<file path="config.mk">
export PLATFORM = sky130hd
export DESIGN_NAME = pipeline_skid_stage
export DESIGN_NICKNAME = d
export VERILOG_FILES = /design/src/rtl/pipeline_skid_stage_pkg.sv /design/src/rtl/pipeline_skid_stage.sv
export SDC_FILE = /design/constraint.sdc
export NUM_CORES = 1
export LEC_CHECK = 0
export ABC_AREA = 1
export ABC_CLOCK_PERIOD_IN_PS = 3590
export CAP_MARGIN = 0
export CORE_AREA = 2 2 65 73
export DETAILED_ROUTE_END_ITERATION = 7
export DIE_AREA = 0 0 67 75
export PLACE_DENSITY = 0.77
export SYNTH_ARGS = -nofsm -noshare
export SYNTH_HDL_FRONTEND = slang
export SYNTH_SLANG_ARGS = --single-unit
</file>
<file path="constraint.sdc">
create_clock -name clk -period 3.59 [get_ports clk]
set_input_delay 0.718 -clock clk [delete_from_list [all_inputs] [get_ports clk]]
set_output_delay 0.718 -clock clk [all_outputs]
set_load 0.1 [all_outputs]
</file>
<file path="src/rtl/pipeline_skid_stage_pkg.sv">
//------------------------------------------------------------------------------
// Module   : pipeline_skid_stage_pkg
// Brief    : Shared word size and opcode constants for pipeline stages.
// Revision : 1.0
//------------------------------------------------------------------------------
`default_nettype none

package pipeline_skid_stage_pkg;

    localparam int unsigned WORD_SIZE = 16;
    localparam logic [3:0]  OPCODE_NOP = 4'hF;

    // NOP instruction word used to fill an empty stage.
    localparam logic [WORD_SIZE-1:0] BUBBLE_WORD = {OPCODE_NOP, 12'b0};

endpackage

`default_nettype wire

</file>
<file path="src/rtl/pipeline_skid_stage.sv">
//------------------------------------------------------------------------------
// Module   : pipeline_skid_stage
// Brief    : Two-entry valid/ready skid buffer with flush and NOP bubbles.
// Revision : 1.0
//------------------------------------------------------------------------------
`default_nettype none

module pipeline_skid_stage
    import pipeline_skid_stage_pkg::*;
#(
    parameter int unsigned      WIDTH  = WORD_SIZE,
    parameter logic [WIDTH-1:0] BUBBLE = WIDTH'(BUBBLE_WORD)
) (
    input  logic             clk,
    input  logic             reset_n,
    input  logic             flush,
    input  logic             in_valid,
    output logic             in_ready,
    input  logic [WIDTH-1:0] in_data,
    output logic             out_valid,
    input  logic             out_ready,
    output logic [WIDTH-1:0] out_data,
    output logic [1:0]       occupancy
);

    // Encoding equals the entry count so occupancy comes straight from the flops.
    localparam logic [1:0] C_ST_EMPTY = 2'd0;
    localparam logic [1:0] C_ST_HALF  = 2'd1;
    localparam logic [1:0] C_ST_FULL  = 2'd2;

    logic [1:0]       state_q, state_d;
    logic [WIDTH-1:0] head_q,  head_d;
    logic [WIDTH-1:0] skid_q,  skid_d;

    logic w_in_xfer;
    logic w_out_xfer;

    assign in_ready   = (state_q != C_ST_FULL);
    assign out_valid  = (state_q != C_ST_EMPTY);
    assign out_data   = out_valid ? head_q : BUBBLE;
    assign occupancy  = state_q;

    assign w_in_xfer  = in_valid  & in_ready;
    assign w_out_xfer = out_ready & out_valid;

    always_comb begin
        state_d = state_q;
        head_d  = head_q;
        skid_d  = skid_q;
        if (flush) begin
            state_d = C_ST_EMPTY;
            head_d  = BUBBLE;
            skid_d  = BUBBLE;
        end else begin
            case (state_q)
                C_ST_EMPTY: begin
                    if (w_in_xfer) begin
                        state_d = C_ST_HALF;
                        head_d  = in_data;
                    end
                end
                C_ST_HALF: begin
                    if (w_in_xfer && w_out_xfer) begin
                        head_d = in_data;
                    end else if (w_in_xfer) begin
                        state_d = C_ST_FULL;
                        skid_d  = in_data;
                    end else if (w_out_xfer) begin
                        state_d = C_ST_EMPTY;
                    end
                end
                C_ST_FULL: begin
                    if (w_out_xfer) begin
                        state_d = C_ST_HALF;
                        head_d  = skid_q;
                    end
                end
                default: begin
                    state_d = C_ST_EMPTY;
                    head_d  = BUBBLE;
                    skid_d  = BUBBLE;
                end
            endcase
        end
    end

    always_ff @(posedge clk or negedge reset_n) begin
        if (!reset_n) begin
            state_q <= C_ST_EMPTY;
            head_q  <= BUBBLE;
            skid_q  <= BUBBLE;
        end else begin
            state_q <= state_d;
            head_q  <= head_d;
            skid_q  <= skid_d;
        end
    end

endmodule

`default_nettype wire

</file>
# Yosys cells after proc, flatten, opt, wreduce, memory -nomap -nowiden
# Index checks and enable logic that the tools add are counted.
[op_classes]
reduce_logical = 7
order_cmp = 0
multipliers = 0
add_sub_neg = 0
div = 0
mux = 16
eq_ne = 10
n_shift = 0
bitwise = 2
[op_table]
columns = ["op", "n"]
rows = [
  ["2-to-1 mux 16 bit", 7],
  ["case mux 16 bit (3 select lines)", 1],
  ["case mux 16 bit (2 select lines)", 1],
  ["inequality test 3 bit, second input constant", 5],
  ["2-to-1 mux 2 bit", 6],
  ["case mux 2 bit (3 select lines)", 1],
  ["AND reduction 3 bit", 2],
  ["inequality test 4 bit, second input constant", 1],
  ["AND reduction 4 bit", 1],
  ["AND 1 bit", 2],
  ["equality test 2 x 1 -> 1 bit, second input constant", 1],
  ["equality test 2 bit, second input constant", 1],
  ["zero test 2 bit", 1],
  ["inequality test 2 x 1 -> 1 bit, second input constant", 1],
  ["inequality test 2 bit, second input constant", 1],
  ["nonzero test 2 bit", 1],
  ["OR reduction 2 bit", 1],
  ["logical AND 1 bit", 1],
]
[totals]
n_memories = 0
word_cells = 38
latch_bits = 0
input_bits = 21
ramBits = 0
out_inout_bits = 20
ff_bits = 34
mem_bits_ro = 0

# Depth between registers and ports, before layout
[logic_depth]
ltp_word = 7
ltp_mapped = 8
mapped_depth_nobuf = 6

# Worst setup path after synthesis
# No wires, ideal clock.
[synth_path]
kind = "register to output"
from = "register state_q[0], in the netlist occupancy[0]"
to = "output port out_data[10]"
arrival_time_ps = 2720
path_buffers = 2
path_stages_with_launch = 5
required_time_ps = 2872
setup_slack_ps = 152
path_cell_list = "dfrtp_1 -> buf_4 -> nor2_1 -> buf_2 -> nor2_1"
[synth_between]
elab_chain_len = 2
[synth_lines]
columns = ["element", "line", "text"]
rows = [
  ["start, declared", "pipeline_skid_stage.sv:31", "logic [1:0] state_q, state_d;"],
  ["start signal, assigned", "pipeline_skid_stage.sv:93", "state_q <= state_d;"],
  ["nonzero test 2 bit", "pipeline_skid_stage.sv:39", "assign out_valid = (state_q != C_ST_EMPTY);"],
  ["2-to-1 mux 16 bit", "pipeline_skid_stage.sv:40", "assign out_data = out_valid ? head_q : BUBBLE;"],
  ["end, declared", "pipeline_skid_stage.sv:22", "output logic [WIDTH-1:0] out_data,"],
]
# No other way between the ends.

# Worst setup path after layout
[layout_path]
from = "register state_q[0], in the netlist occupancy[0]"
to = "output port out_data[14]"
# The elaborated chain is that of the path after synthesis.

==> summary.txt <==
status: finished clean
Fmax: 335 MHz
# clock sinks: 34
worst path buffer plus inverter count: 1
Max Cap Violations: 0
diode count: 0
Simple-Gate Fraction of Synth Area: 39.0%
Final Instance Area: 2300 sq um
vias in the first global route: 1474
TritonCTS Buffers: 5
Metal-1 WL: 1.91 mm
Storage cell area: 861 sq um
initial DRC count: 109
RD Place Congestion: 0.814
xor and xnor fraction of the mapped netlist area: 0%
Post-Route WL: 3.98 mm
Die Height: 75 um
Met3 Wirelength: 190 um
postcts setup bufs: 0
Pre-antenna DRT Iters: 4
top cells by area, synth: dfrtp_1 35%, nand2_1 17%, dfstp_2 11%
Reg2Reg Setup Slack: 1.85 ns
final hold violation count: 0
average size of a mapped cell: 7.40 sq um
largest family of logic cells by synthesized area: simple AND/OR/NAND/NOR gates
area of the multi-input gates: 836 sq um
Core Area: 4250 sq um
via count of the routed design: 1662
Worst Path Class, Setup: flip-flop to primary output
critical path's slowest cell: nor2_1
H-tree levels: 2
DR WL/cell: 11.6 um
worst skew pair latency: 0.28 ns
Finished Layout Cells: 344
clock period minus worst slack: 2.98 ns
die area: 5030 sq um
P_leak: 0.00114 uW
initial antenna violation count: 0
CP Cell Sequence: nor2_1 > or2_2 > buf_4
highest routed metal layer: met4
Synth top area share: 34.9%
maximum fanout along the worst path: 18
cell taking the most area after synthesis: dfrtp_1
compound-cell area share of the yosys netlist: 5.84%
CP endpoint kind: primary output
Worst slew margin: 33.0%
Yosys reg bits: 34
Hold/Removal Path Class: flip-flop to flip-flop
met2 WL post-DR: 1.81 mm
grt ovf: 0
Root Buffer Master: clkbuf_8
mux contribution to synthesized area: 0%
crit path DAT: 2.26 ns
io pins: 41
largest net degree at the start of global routing: 35
synth warn: 0
Max clock buf depth: 2
DIE WIDTH: 67 um
drt drc: 0
remaining antenna violation count: 0
worst-case vdd ir drop: 0.270 mV
CTS tree: built
post-cts sizing count: 0
Finished Core Util: 54.2%
Synth Instances: 252
post-synthesis cell area: 1870 sq um
slew of the pin with the lowest slew margin: 1.00 ns
post-DR vias/cell: 4.83
CTS Hold Bufs: 0
Post-DP Area: 2210 sq um
setup_tns: 0 ns
Final Cycle Share: 83.0%
post-synthesis sequential area ratio: 46.1%
Area growth, synth to finish: 23.5%
cell family with most CP delay: simple AND/OR/NAND/NOR gates
Starting Density: 43.9%
Distinct cells, synth: 21
clock slew at reported path FFs: 0.06 ns
# nets final: 310
Post-DP HPWL: 2.80 mm
# setup viols final: 0
Syn Nets: 273
Worst EP required: 2.87 ns
Power Density: 553 nW/um^2
all-layer global routing usage: 17.8%
I/O Buffers: 40
Max stage delay on crit path: 0.86 ns
Overall Power: 1270 uW
Post-Synth Adder-Cell Area: 0%
Max Slew Vio Count: 0
Setup crit start kind: flip-flop
Std-Cell Rows: 25
Layout Skew: 0.00332 ns
share of cells above drive strength 1: 19.0%
Layout fillers: 437
first-pass GRT wire length: 6.71 mm
Cells after DPL: 336
RSZ-0062 raised after global routing: no
-- layer usage --
layer | GRT usage [%] | up-vias
met3 | 2.54 | 6
li1 | - | 874
met2 | 27.9 | 45
met1 | 24.6 | 737
met4 | 8.16 | 0
met5 | 0 | -
-- per-stage QoR --
stage / setup WS [ns] / hold WS [ns]
after floorplan: 0.152 / 0.422
after global placement: 0.926 / 0.456
after detailed placement: 0.897 / 0.460
after CTS: 0.583 / 0.471
after global routing: 0.439 / 0.484
final: 0.609 / 0.468
-- cells in the final DEF, fill, tap and decap left out, types with 2 or more instances in the layout --
| cell | count |
|---|---|
| buf_4 | 22 |
| clkbuf_8 | 6 |
| clkdlybuf4s50_1 | 20 |
| clkinv_2 | 2 |
| dfrtp_1 | 26 |
| dfstp_2 | 8 |
| inv_1 | 20 |
| nand2_1 | 86 |
| nand2_2 | 4 |
| nand3_1 | 23 |
| nand3_2 | 3 |
| nand4_1 | 9 |
| nor2_1 | 30 |
| nor2_4 | 3 |
| o21ai_0 | 11 |
| o21ai_1 | 9 |
| or2_2 | 4 |
-- sequential cells by signal, summed over array words and instances (netlist names) --
register	flops
head_q	16
skid_q	16
occupancy	2
-- where the power goes --
| group | internal [uW] | switching (uW) | leakage, uW |
|---|---|---|---|
| Combinational | 117 | 379 | 0.000662 |
| Clock | 154 | 130 | 0.0000482 |
| Sequential | 457 | 38.3 | 0.000431 |
| Total | 728 | 547 | 0.00114 |
-- logic make-up after synthesis --
group	Yosys count
AND/OR/NAND/NOR	163
flip-flops	34
buffers and inverters	34
AO/OA/AOI/OAI	21
-- cells in the mapped netlist, drive strengths merged --
master / instances
dfrtp: 26
inv: 21
nand4: 9
a21oi: 1
nand3: 26
buf: 8
nor2: 34
dfstp: 8
clkbuf: 4
nand2: 90
o21ai: 20
or2: 4
clkinv: 1
-- worst paths after layout --
path	startpoint	endpoint	depth (start not counted)
worst max register to register	occupancy[0]	skid_q[10]	5
worst min-delay path	head_q[14]	head_q[14]	2
worst min register to register	head_q[14]	head_q[14]	2
min in group asynchronous	reset_n	skid_q[6]	2
worst max-delay path	occupancy[0]	out_data[14]	3
max in group asynchronous	reset_n	head_q[14]	2
-- worst reg2reg max path: cells and delay by family, from the launching register on --
| family | cells | cell delay [ns] |
|---|---|---|
| and+or+nand+nor | 3 | 0.63 |
| DFF | 1 | 0.73 |
| AOI/OAI and AO/OA | 2 | 0.26 |
-- area by class of cell --
cell class / count / area share (%)
clock buffers: 7 / 3.75
multi-input cells: 184 / 36.3
flip-flops and latches: 34 / 37.4
clock inverters: 1 / 0.217
inverters: 22 / 3.64
repair buffers: 42 / 15.9
well taps: 54 / 2.93
(Power assumes the default switching activity.)
